### config.mk
export PLATFORM = sky130hd
export DESIGN_NAME = id_ex_ctrl_pipe
export DESIGN_NICKNAME = d
export VERILOG_FILES = /design/src/rtl/id_ex_ctrl_pipe.sv
export SDC_FILE = /design/constraint.sdc
export NUM_CORES = 1
export LEC_CHECK = 0
export CAP_MARGIN = 40
export CORE_ASPECT_RATIO = 1.75
export CORE_UTILIZATION = 32
export DETAILED_ROUTE_END_ITERATION = 6
export SLEW_MARGIN = 0
export SYNTH_ARGS = -nofsm -noshare
export SYNTH_HDL_FRONTEND = slang
export SYNTH_SLANG_ARGS = --single-unit
### constraint.sdc
create_clock -name clk -period 2.4 [get_ports clk]
set_clock_uncertainty 0.1 [all_clocks]
set_input_delay 0.48 -clock clk [delete_from_list [all_inputs] [get_ports clk]]
set_output_delay 0.48 -clock clk [all_outputs]
set_load 0.02 [all_outputs]
### src/rtl/id_ex_ctrl_pipe.sv
// Decode-stage control for a 5-stage pipeline: instruction decode into the
// control bundle, load-use hazard detection and the ID/EX control register
// with flush/hold handling and a saturating hazard-bubble counter.
module id_ex_ctrl_pipe #(
  parameter int ALU_OP_W  = 4,
  parameter int EXT_ISA   = 1,
  parameter int HAZARD_EN = 1,
  parameter int CNT_W     = 16
) (
  input  logic                clk,
  input  logic                rst_n,
  input  logic                id_valid,
  input  logic [31:0]         id_instr,
  input  logic                flush,
  input  logic                hold,
  output logic                stall,
  output logic                ex_valid,
  output logic                ex_reg_write,
  output logic                ex_alu_src,
  output logic                ex_mem_read,
  output logic                ex_mem_write,
  output logic                ex_mem_to_reg,
  output logic                ex_branch,
  output logic                ex_branch_ne,
  output logic                ex_jump,
  output logic                ex_imm_zext,
  output logic                ex_illegal,
  output logic [ALU_OP_W-1:0] ex_alu_op,
  output logic [4:0]          ex_rs,
  output logic [4:0]          ex_rt,
  output logic [4:0]          ex_rd_dst,
  output logic [CNT_W-1:0]    stall_cnt
);

  localparam logic [5:0] OP_RTYPE = 6'd0;
  localparam logic [5:0] OP_J     = 6'd2;
  localparam logic [5:0] OP_BEQ   = 6'd4;
  localparam logic [5:0] OP_BNE   = 6'd5;
  localparam logic [5:0] OP_ADDI  = 6'd8;
  localparam logic [5:0] OP_SLTI  = 6'd10;
  localparam logic [5:0] OP_ANDI  = 6'd12;
  localparam logic [5:0] OP_ORI   = 6'd13;
  localparam logic [5:0] OP_LW    = 6'd35;
  localparam logic [5:0] OP_SW    = 6'd43;

  localparam logic [2:0] ALU_ADD = 3'd0;
  localparam logic [2:0] ALU_SUB = 3'd1;
  localparam logic [2:0] ALU_AND = 3'd2;
  localparam logic [2:0] ALU_OR  = 3'd3;
  localparam logic [2:0] ALU_SLT = 3'd4;
  localparam logic [2:0] ALU_XOR = 3'd5;
  localparam logic [2:0] ALU_NOR = 3'd6;

  localparam int BW = 11 + ALU_OP_W + 15;

  logic [5:0] op;
  logic [5:0] funct;
  logic [4:0] rs;
  logic [4:0] rt;
  logic [4:0] rd;
  logic       unused_shamt;

  assign op    = id_instr[31:26];
  assign rs    = id_instr[25:21];
  assign rt    = id_instr[20:16];
  assign rd    = id_instr[15:11];
  assign funct = id_instr[5:0];
  assign unused_shamt = ^id_instr[10:6];

  logic       d_reg_write;
  logic       d_alu_src;
  logic       d_mem_read;
  logic       d_mem_write;
  logic       d_mem_to_reg;
  logic       d_branch;
  logic       d_branch_ne;
  logic       d_jump;
  logic       d_imm_zext;
  logic       d_illegal;
  logic [2:0] d_alu;
  logic [4:0] d_dst;

  // Decode the ID instruction into the raw control set.
  always_comb begin
    d_reg_write  = 1'b0;
    d_alu_src    = 1'b0;
    d_mem_read   = 1'b0;
    d_mem_write  = 1'b0;
    d_mem_to_reg = 1'b0;
    d_branch     = 1'b0;
    d_branch_ne  = 1'b0;
    d_jump       = 1'b0;
    d_imm_zext   = 1'b0;
    d_illegal    = 1'b0;
    d_alu        = ALU_ADD;
    d_dst        = '0;
    case (op)
      OP_RTYPE: begin
        d_reg_write = 1'b1;
        d_dst       = rd;
        case (funct)
          6'h20: d_alu = ALU_ADD;
          6'h22: d_alu = ALU_SUB;
          6'h24: d_alu = ALU_AND;
          6'h25: d_alu = ALU_OR;
          6'h2A: d_alu = ALU_SLT;
          6'h26: d_alu = ALU_XOR;
          6'h27: begin
            if (EXT_ISA != 0) d_alu = ALU_NOR;
            else              d_illegal = 1'b1;
          end
          default: d_illegal = 1'b1;
        endcase
      end
      OP_LW: begin
        d_alu_src    = 1'b1;
        d_mem_read   = 1'b1;
        d_mem_to_reg = 1'b1;
        d_reg_write  = 1'b1;
        d_dst        = rt;
      end
      OP_SW: begin
        d_alu_src   = 1'b1;
        d_mem_write = 1'b1;
      end
      OP_BEQ: begin
        d_branch = 1'b1;
        d_alu    = ALU_SUB;
      end
      OP_ADDI: begin
        d_alu_src   = 1'b1;
        d_reg_write = 1'b1;
        d_dst       = rt;
      end
      OP_BNE: begin
        if (EXT_ISA != 0) begin
          d_branch    = 1'b1;
          d_branch_ne = 1'b1;
          d_alu       = ALU_SUB;
        end else begin
          d_illegal = 1'b1;
        end
      end
      OP_J: begin
        if (EXT_ISA != 0) d_jump = 1'b1;
        else              d_illegal = 1'b1;
      end
      OP_ANDI, OP_ORI: begin
        if (EXT_ISA != 0) begin
          d_alu       = (op == OP_ANDI) ? ALU_AND : ALU_OR;
          d_imm_zext  = 1'b1;
          d_alu_src   = 1'b1;
          d_reg_write = 1'b1;
          d_dst       = rt;
        end else begin
          d_illegal = 1'b1;
        end
      end
      OP_SLTI: begin
        if (EXT_ISA != 0) begin
          d_alu       = ALU_SLT;
          d_alu_src   = 1'b1;
          d_reg_write = 1'b1;
          d_dst       = rt;
        end else begin
          d_illegal = 1'b1;
        end
      end
      default: d_illegal = 1'b1;
    endcase
    // An illegal instruction carries no side effects: drop every control
    // that the partial decode above may already have raised.
    if (d_illegal) begin
      d_reg_write  = 1'b0;
      d_alu_src    = 1'b0;
      d_mem_read   = 1'b0;
      d_mem_write  = 1'b0;
      d_mem_to_reg = 1'b0;
      d_branch     = 1'b0;
      d_branch_ne  = 1'b0;
      d_jump       = 1'b0;
      d_imm_zext   = 1'b0;
      d_alu        = ALU_ADD;
      d_dst        = '0;
    end
  end

  logic [BW-1:0] dec_b;
  logic [BW-1:0] ex_b;

  // Pack the decode into the ID/EX bundle; an empty ID slot decodes to a bubble.
  always_comb begin
    dec_b = '0;
    if (id_valid) begin
      dec_b = {1'b1, d_reg_write, d_alu_src, d_mem_read, d_mem_write,
               d_mem_to_reg, d_branch, d_branch_ne, d_jump, d_imm_zext,
               d_illegal, ALU_OP_W'(d_alu), rs, rt, d_dst};
    end
  end

  assign {ex_valid, ex_reg_write, ex_alu_src, ex_mem_read, ex_mem_write,
          ex_mem_to_reg, ex_branch, ex_branch_ne, ex_jump, ex_imm_zext,
          ex_illegal, ex_alu_op, ex_rs, ex_rt, ex_rd_dst} = ex_b;

  logic uses_rt;
  logic haz;

  assign uses_rt = (op == OP_RTYPE) || (op == OP_SW) || (op == OP_BEQ) ||
                   ((EXT_ISA != 0) && (op == OP_BNE));
  assign haz = (HAZARD_EN != 0) && id_valid && ex_valid && ex_mem_read &&
               (ex_rd_dst != 5'd0) &&
               ((ex_rd_dst == rs) || (uses_rt && (ex_rd_dst == rt)));
  assign stall = haz;

  // ID/EX register: flush beats hold, hold beats the load-use bubble.
  always_ff @(posedge clk or negedge rst_n) begin
    if (!rst_n) begin
      ex_b      <= '0;
      stall_cnt <= '0;
    end else if (flush) begin
      ex_b <= '0;
    end else if (!hold) begin
      if (haz) begin
        ex_b <= '0;
        if (stall_cnt != '1) stall_cnt <= stall_cnt + 1'b1;
      end else begin
        ex_b <= dec_b;
      end
    end
  end

endmodule

# ---- Word-level counts from Yosys, hierarchy flattened
# Index checks and enable logic that the tools add are counted.
dict set report word_totals {
  register_bits 46
  latchBits 0
  ramBits 0
  mem_bits_ro 0
  input_bits 37
  output_inout_bits 47
  wordCells 72
  n_memories 0
}
dict set report op_classes {
  add_sub_neg 1
  multipliers 0
  n_div 0
  n_lt_le_gt_ge 0
  n_eq_ne 20
  n_shift 0
  muxes 28
  bitwise 2
  n_reduce_logical 19
}
# op count
set op_table {}
lappend op_table {{30-bit 2-to-1 mux} 4}
lappend op_table {{6-bit equality test (second input constant)} 9}
lappend op_table {{6-bit by 4-bit equality test with 1-bit output (second input constant)} 4}
lappend op_table {{1-bit 2-to-1 mux} 18}
lappend op_table {{3-bit one-hot mux with 6 select lines} 1}
lappend op_table {{16-bit by 1-bit adder with 16-bit output (second input constant)} 1}
lappend op_table {{16-bit inequality test (second input constant)} 1}
lappend op_table {{6-bit by 3-bit equality test with 1-bit output (second input constant)} 2}
lappend op_table {{3-bit one-hot mux with 4 select lines} 1}
lappend op_table {{6-bit OR reduction} 2}
lappend op_table {{5-bit equality test} 2}
lappend op_table {{5-bit one-hot mux with 2 select lines} 1}
lappend op_table {{9-bit OR reduction} 1}
lappend op_table {{7-bit OR reduction} 1}
lappend op_table {{6-bit by 2-bit equality test with 1-bit output (second input constant)} 1}
lappend op_table {{6-bit zero test} 1}
lappend op_table {{1-bit logical AND} 5}
lappend op_table {{5-bit 2-to-1 mux} 1}
lappend op_table {{5-bit nonzero test} 1}
lappend op_table {{5-bit OR reduction} 1}
lappend op_table {{1-bit logical OR} 4}
lappend op_table {{4-bit AND reduction} 1}
lappend op_table {{2-bit OR reduction} 2}
lappend op_table {{3-bit 2-to-1 mux} 1}
lappend op_table {{3 further kinds} 4}

# ---- Depth between registers and ports, before layout
dict set report depth {
  ltp_word 10
  ltp_mapped 8
  mapped_depth_nobuf 7
}

# ---- Worst setup path after synthesis
# No wires, ideal clock.
dict set report synth_path {
  path_type {input to register}
  from {input port id_instr[27]}
  to {register ex_b[22]}
  setup_ns 0.120
  t_arrival_ns 2.092
  required_ns 2.180
  slack_ns 0.088
  stages 8
  path_buffers 2
  cell_sequence {buf_2 -> and4b_1 -> a22oi_1 -> or4_4 -> a21o_1 -> and3_4 -> buf_6 -> a31o_2}
}
dict set report synth_between {
  elab_chain_len 10
  word_cells_on_any_way 24
  cone_classes {9 x eq/ne; 7 x mux; 8 x reduce/logical}
}
# item line_no
set synth_lines {}
lappend synth_lines {{start: declaration} 13} ;# input logic [31:0] id_instr,
lappend synth_lines {{parallel branches: the longest is 7 deep, another holds 30-bit 2-to-1 mux} --}
lappend synth_lines {{30-bit 2-to-1 mux (*)} 223} ;# if (haz) begin
lappend synth_lines {{30-bit 2-to-1 mux (*)} 222} ;# end else if (!hold) begin
lappend synth_lines {{30-bit 2-to-1 mux (*)} 220} ;# end else if (flush) begin
lappend synth_lines {{end signal: assignment} 221} ;# ex_b <= '0;
lappend synth_lines {{end signal: assignment} 224} ;# ex_b <= '0;
lappend synth_lines {{end signal: assignment} 227} ;# ex_b <= dec_b;
lappend synth_lines {{end: declaration} 189} ;# logic [BW-1:0] ex_b;
# Every way passes the cells marked *. The select of a mux whose other input is x is not followed.
# A chain may end at the register's enable or synchronous reset.

# ---- Final worst setup path
dict set report layout_path {
  from {input port id_instr[28]}
  to {output port stall}
}
dict set report layout_between {
  elab_chain_len 7
  word_cells_on_any_way 10
  cone_classes {3 x eq/ne; 7 x reduce/logical}
}
# item line_no
set layout_lines {}
lappend layout_lines {{6-bit equality test or 6-bit zero test (tied branches)} 208} ;# assign uses_rt = (op == OP_RTYPE) || (op == OP_SW) || (op == OP_BEQ) ||
lappend layout_lines {{1-bit logical OR (2 in a row)} 208}
lappend layout_lines {{1-bit logical OR (*)} 208}
lappend layout_lines {{1-bit logical AND (*)} 212} ;# ((ex_rd_dst == rs) || (uses_rt && (ex_rd_dst == rt)));
lappend layout_lines {{1-bit logical OR (*)} 212}
lappend layout_lines {{1-bit logical AND (*)} 211} ;# (ex_rd_dst != 5'd0) &&
lappend layout_lines {{end: declaration} 16} ;# output logic stall,
# Every way passes the cells marked *; elsewhere a longest branch is shown, timed or not.

==> flow_metrics.tcl <==
set metrics [dict create \
    ioPinCount 84 \
    root_buffer "clkbuf_16" \
    ys_seq_area_share_pct 49.4 \
    critPathMaxFanout 4 \
    synthMostInstantiatedCell "dfrtp_1" \
    gr-usage-all-layers_pct 19.9 \
    htree_levels 2 \
    wire_per_inst_um 17.0 \
    grt_max_degree 45 \
    synthSimpleGateAreaFrac_pct 18.2 \
    ys_ff_latch 44 \
    drt_iter0_markers 105 \
    violations "negative setup slack" \
    endpoint_kind "output pin" \
    gp_congestion 0.774 \
    cts_made_buffers 5 \
    multiInputGateArea_um2 1110 \
    status "finished, violations left" \
    synth_edf_count 0 \
    synth-adder-area-share_pct 0.562 \
    synth_xor_area_share_pct 9.83 \
    dieArea_um2 7310 \
    powerDensity_nw_per_um2 489 \
    drt_wl_total_um 6850 \
    syn_area_per_cell_um2 11.0 \
    rows 39 \
    total_power_w 0.00174 \
    fillers 645 \
    numClockSinks 44 \
    maxSlewHeadroom_pct 58.1 \
    ys_top_cells_by_count "44 x dfrtp_1, 20 x xnor2_1, 19 x a22o_1" \
    ff_latch_area_um2 1100 \
    drc 0 \
    antenna_found_initial 0 \
    grt_overflow_total 0 \
    fin_ws_ns -0.137 \
    die_w_um 65.1 \
    period_needed_ns 2.54 \
    vias_per_cell 5.20 \
    synthFlopType "dfrtp_1" \
    worst_slew_pin_slew_ns 0.627 \
    yosys-top-cells-area "dfrtp_1 49%, xnor2_1 7.9%, a22o_1 7.5%" \
    synth_compound_area_share_pct 17.8 \
    cts_tree "done" \
    start_kind "primary input" \
    grt_pass1_vias 2174 \
    fin_nets 358 \
    irDropWorstVdd_v 0.000345 \
    setup.worst_path.class "in -> out" \
    start_util_pct 33.6 \
    period_share_pct 106 \
    antenna_left 0 \
    clockBufferDepth 2 \
    yosysTopAreaCell "dfrtp_1" \
    yosysTopAreaCellShare_pct 49.4 \
    dr_total_vias 2096 \
    die_y_um 112 \
    hold_viol 0 \
    hp-class "in -> async" \
    final_max_slew_viol_count 0 \
    required_ns 1.82 \
    diodes 0 \
    syn_inst 203 \
    first_pass_iters 4 \
    drive_gt1_share_pct 21.5 \
    fmax_ghz 0.394 \
    coreArea_um2 6640 \
    clk_latency_ns 0.28 \
    yosysWarnings 0 \
    r2r_slack_ns 0.12 \
    muxShareOfSynthArea_pct 0.506 \
    synth_nets 241 \
    grt_pass1_wl_um 10900 \
    async_flop_share_pct 100 \
    place.detailed.hpwl_um 4910 \
    syn_to_final_growth_pct 59.9 \
    cap_violations 0 \
    rsz0062_at_grt "yes" \
    path_clk_slew_ns 0.06 \
    synth.distinct_cells 47 \
    p_leak_nw 1.55 \
    synth_top_family_by_area "simple AND/OR/NAND/NOR gates" \
    hold_ws_ns 0.161 \
    io_buffers 77 \
    finalSetupViolations 1 \
    cp_data_arrival_time_ns 1.96 \
    synth_area_um2 2230 \
]
[critical path: stages]
cell and delay (ns):
dlygate4sd2_1 0.27, and4b_1 0.31, a22oi_2 0.11, or4_4 0.43, a21o_1 0.20, inv_2 0.06
buf_6 0.10
[layer usage]
metal	vias to the layer above	part of all wire, %	global-route usage, %
met4	0	2.5	8.12
met2	63	55	36.3
met3	15	4.8	4.17
met1	1022	37	21.8
met5	-	0	0
li1	996	-	-
[worst paths after layout]
check	startpoint	cells after the start	endpoint
min in group clk	ex_b[19]	2	ex_b[19]
setup reg to reg	ex_b[4]	7	ex_b[2]
hold / removal	rst_n	2	ex_b[14]
hold reg to reg	ex_b[19]	2	ex_b[19]
setup / recovery	id_instr[28]	7	stall
max in group asynchronous	rst_n	2	ex_b[6]
[per-stage QoR]
step           worst slack (ns)  setup TNS, ns  std cells  area (um^2)  util [%]
3_5_place_dp             -0.848         -19.46        391         3320      50.1
5_1_grt                  -0.195         -0.195        403         3560      53.7
4_1_cts                  -0.139         -0.139        403         3540      53.4
2_1_floorplan            0.0880              0        203         2230         -
6_report                 -0.137         -0.137        403         3560      53.7
3_3_place_gp             -0.866         -19.27        391         3320      50.1
[cells in the final DEF (no fill, tap or decap), types with 2 or more instances in the layout]
master           count
a21oi_1              2
a22o_1              19
a32o_1               8
and3_1               5
and3_4               3
and4_1               3
buf_4               39
buf_6                2
clkbuf_16            5
clkdlybuf4s15_1      4
clkdlybuf4s50_1     66
dfrtp_1             44
dlygate4sd2_1        5
inv_1                2
nand2_1             14
nand2b_1             3
nand3_1              9
nand4_1              7
nor2_1               7
nor3_1               4
o21ai_0              8
or2_2                2
xnor2_1             20
xor2_1               5
[cells by family (layout without fill, tap and decap cells)]
kind of cell | Yosys count | after routing
AOI/OAI and AO/OA | 48 | 48
and+or+nand+nor | 70 | 73
other | 1 | 1
adders and majority gates | 1 | 1
muxes | 1 | 1
xor gates and xnor gates | 25 | 25
DFF | 44 | 44
buffers and inverters | 13 | 128
[layout make-up]
cell class / count / area share (%)
well taps: 82 / 2.88
inverters: 3 / 0.316
flip-flops and latches: 44 / 30.9
clock inverters: 3 / 1.19
multi-input cells: 149 / 31.3
clock buffers: 5 / 3.51
repair buffers: 117 / 29.9
[registers in the layout, indices dropped and copies added (netlist names)]
name	cells
ex_b	28
stall_cnt	16
[repair_timing]
item | 4_1_cts | 5_1_grt
cloned | 2 | 1
pin swaps | 10 | 6
buffers inserted | 2 | 0
hold buffers | 0 | 0
resized for setup | 24 | 5
setup endpoints to repair | 42 | 29
[where the power goes]
part           switching, W  internal [W]
clock network      0.000283      0.000489
registers        0.00000602      0.000751
logic              0.000104      0.000109
Power figures use the tool's default switching activity.
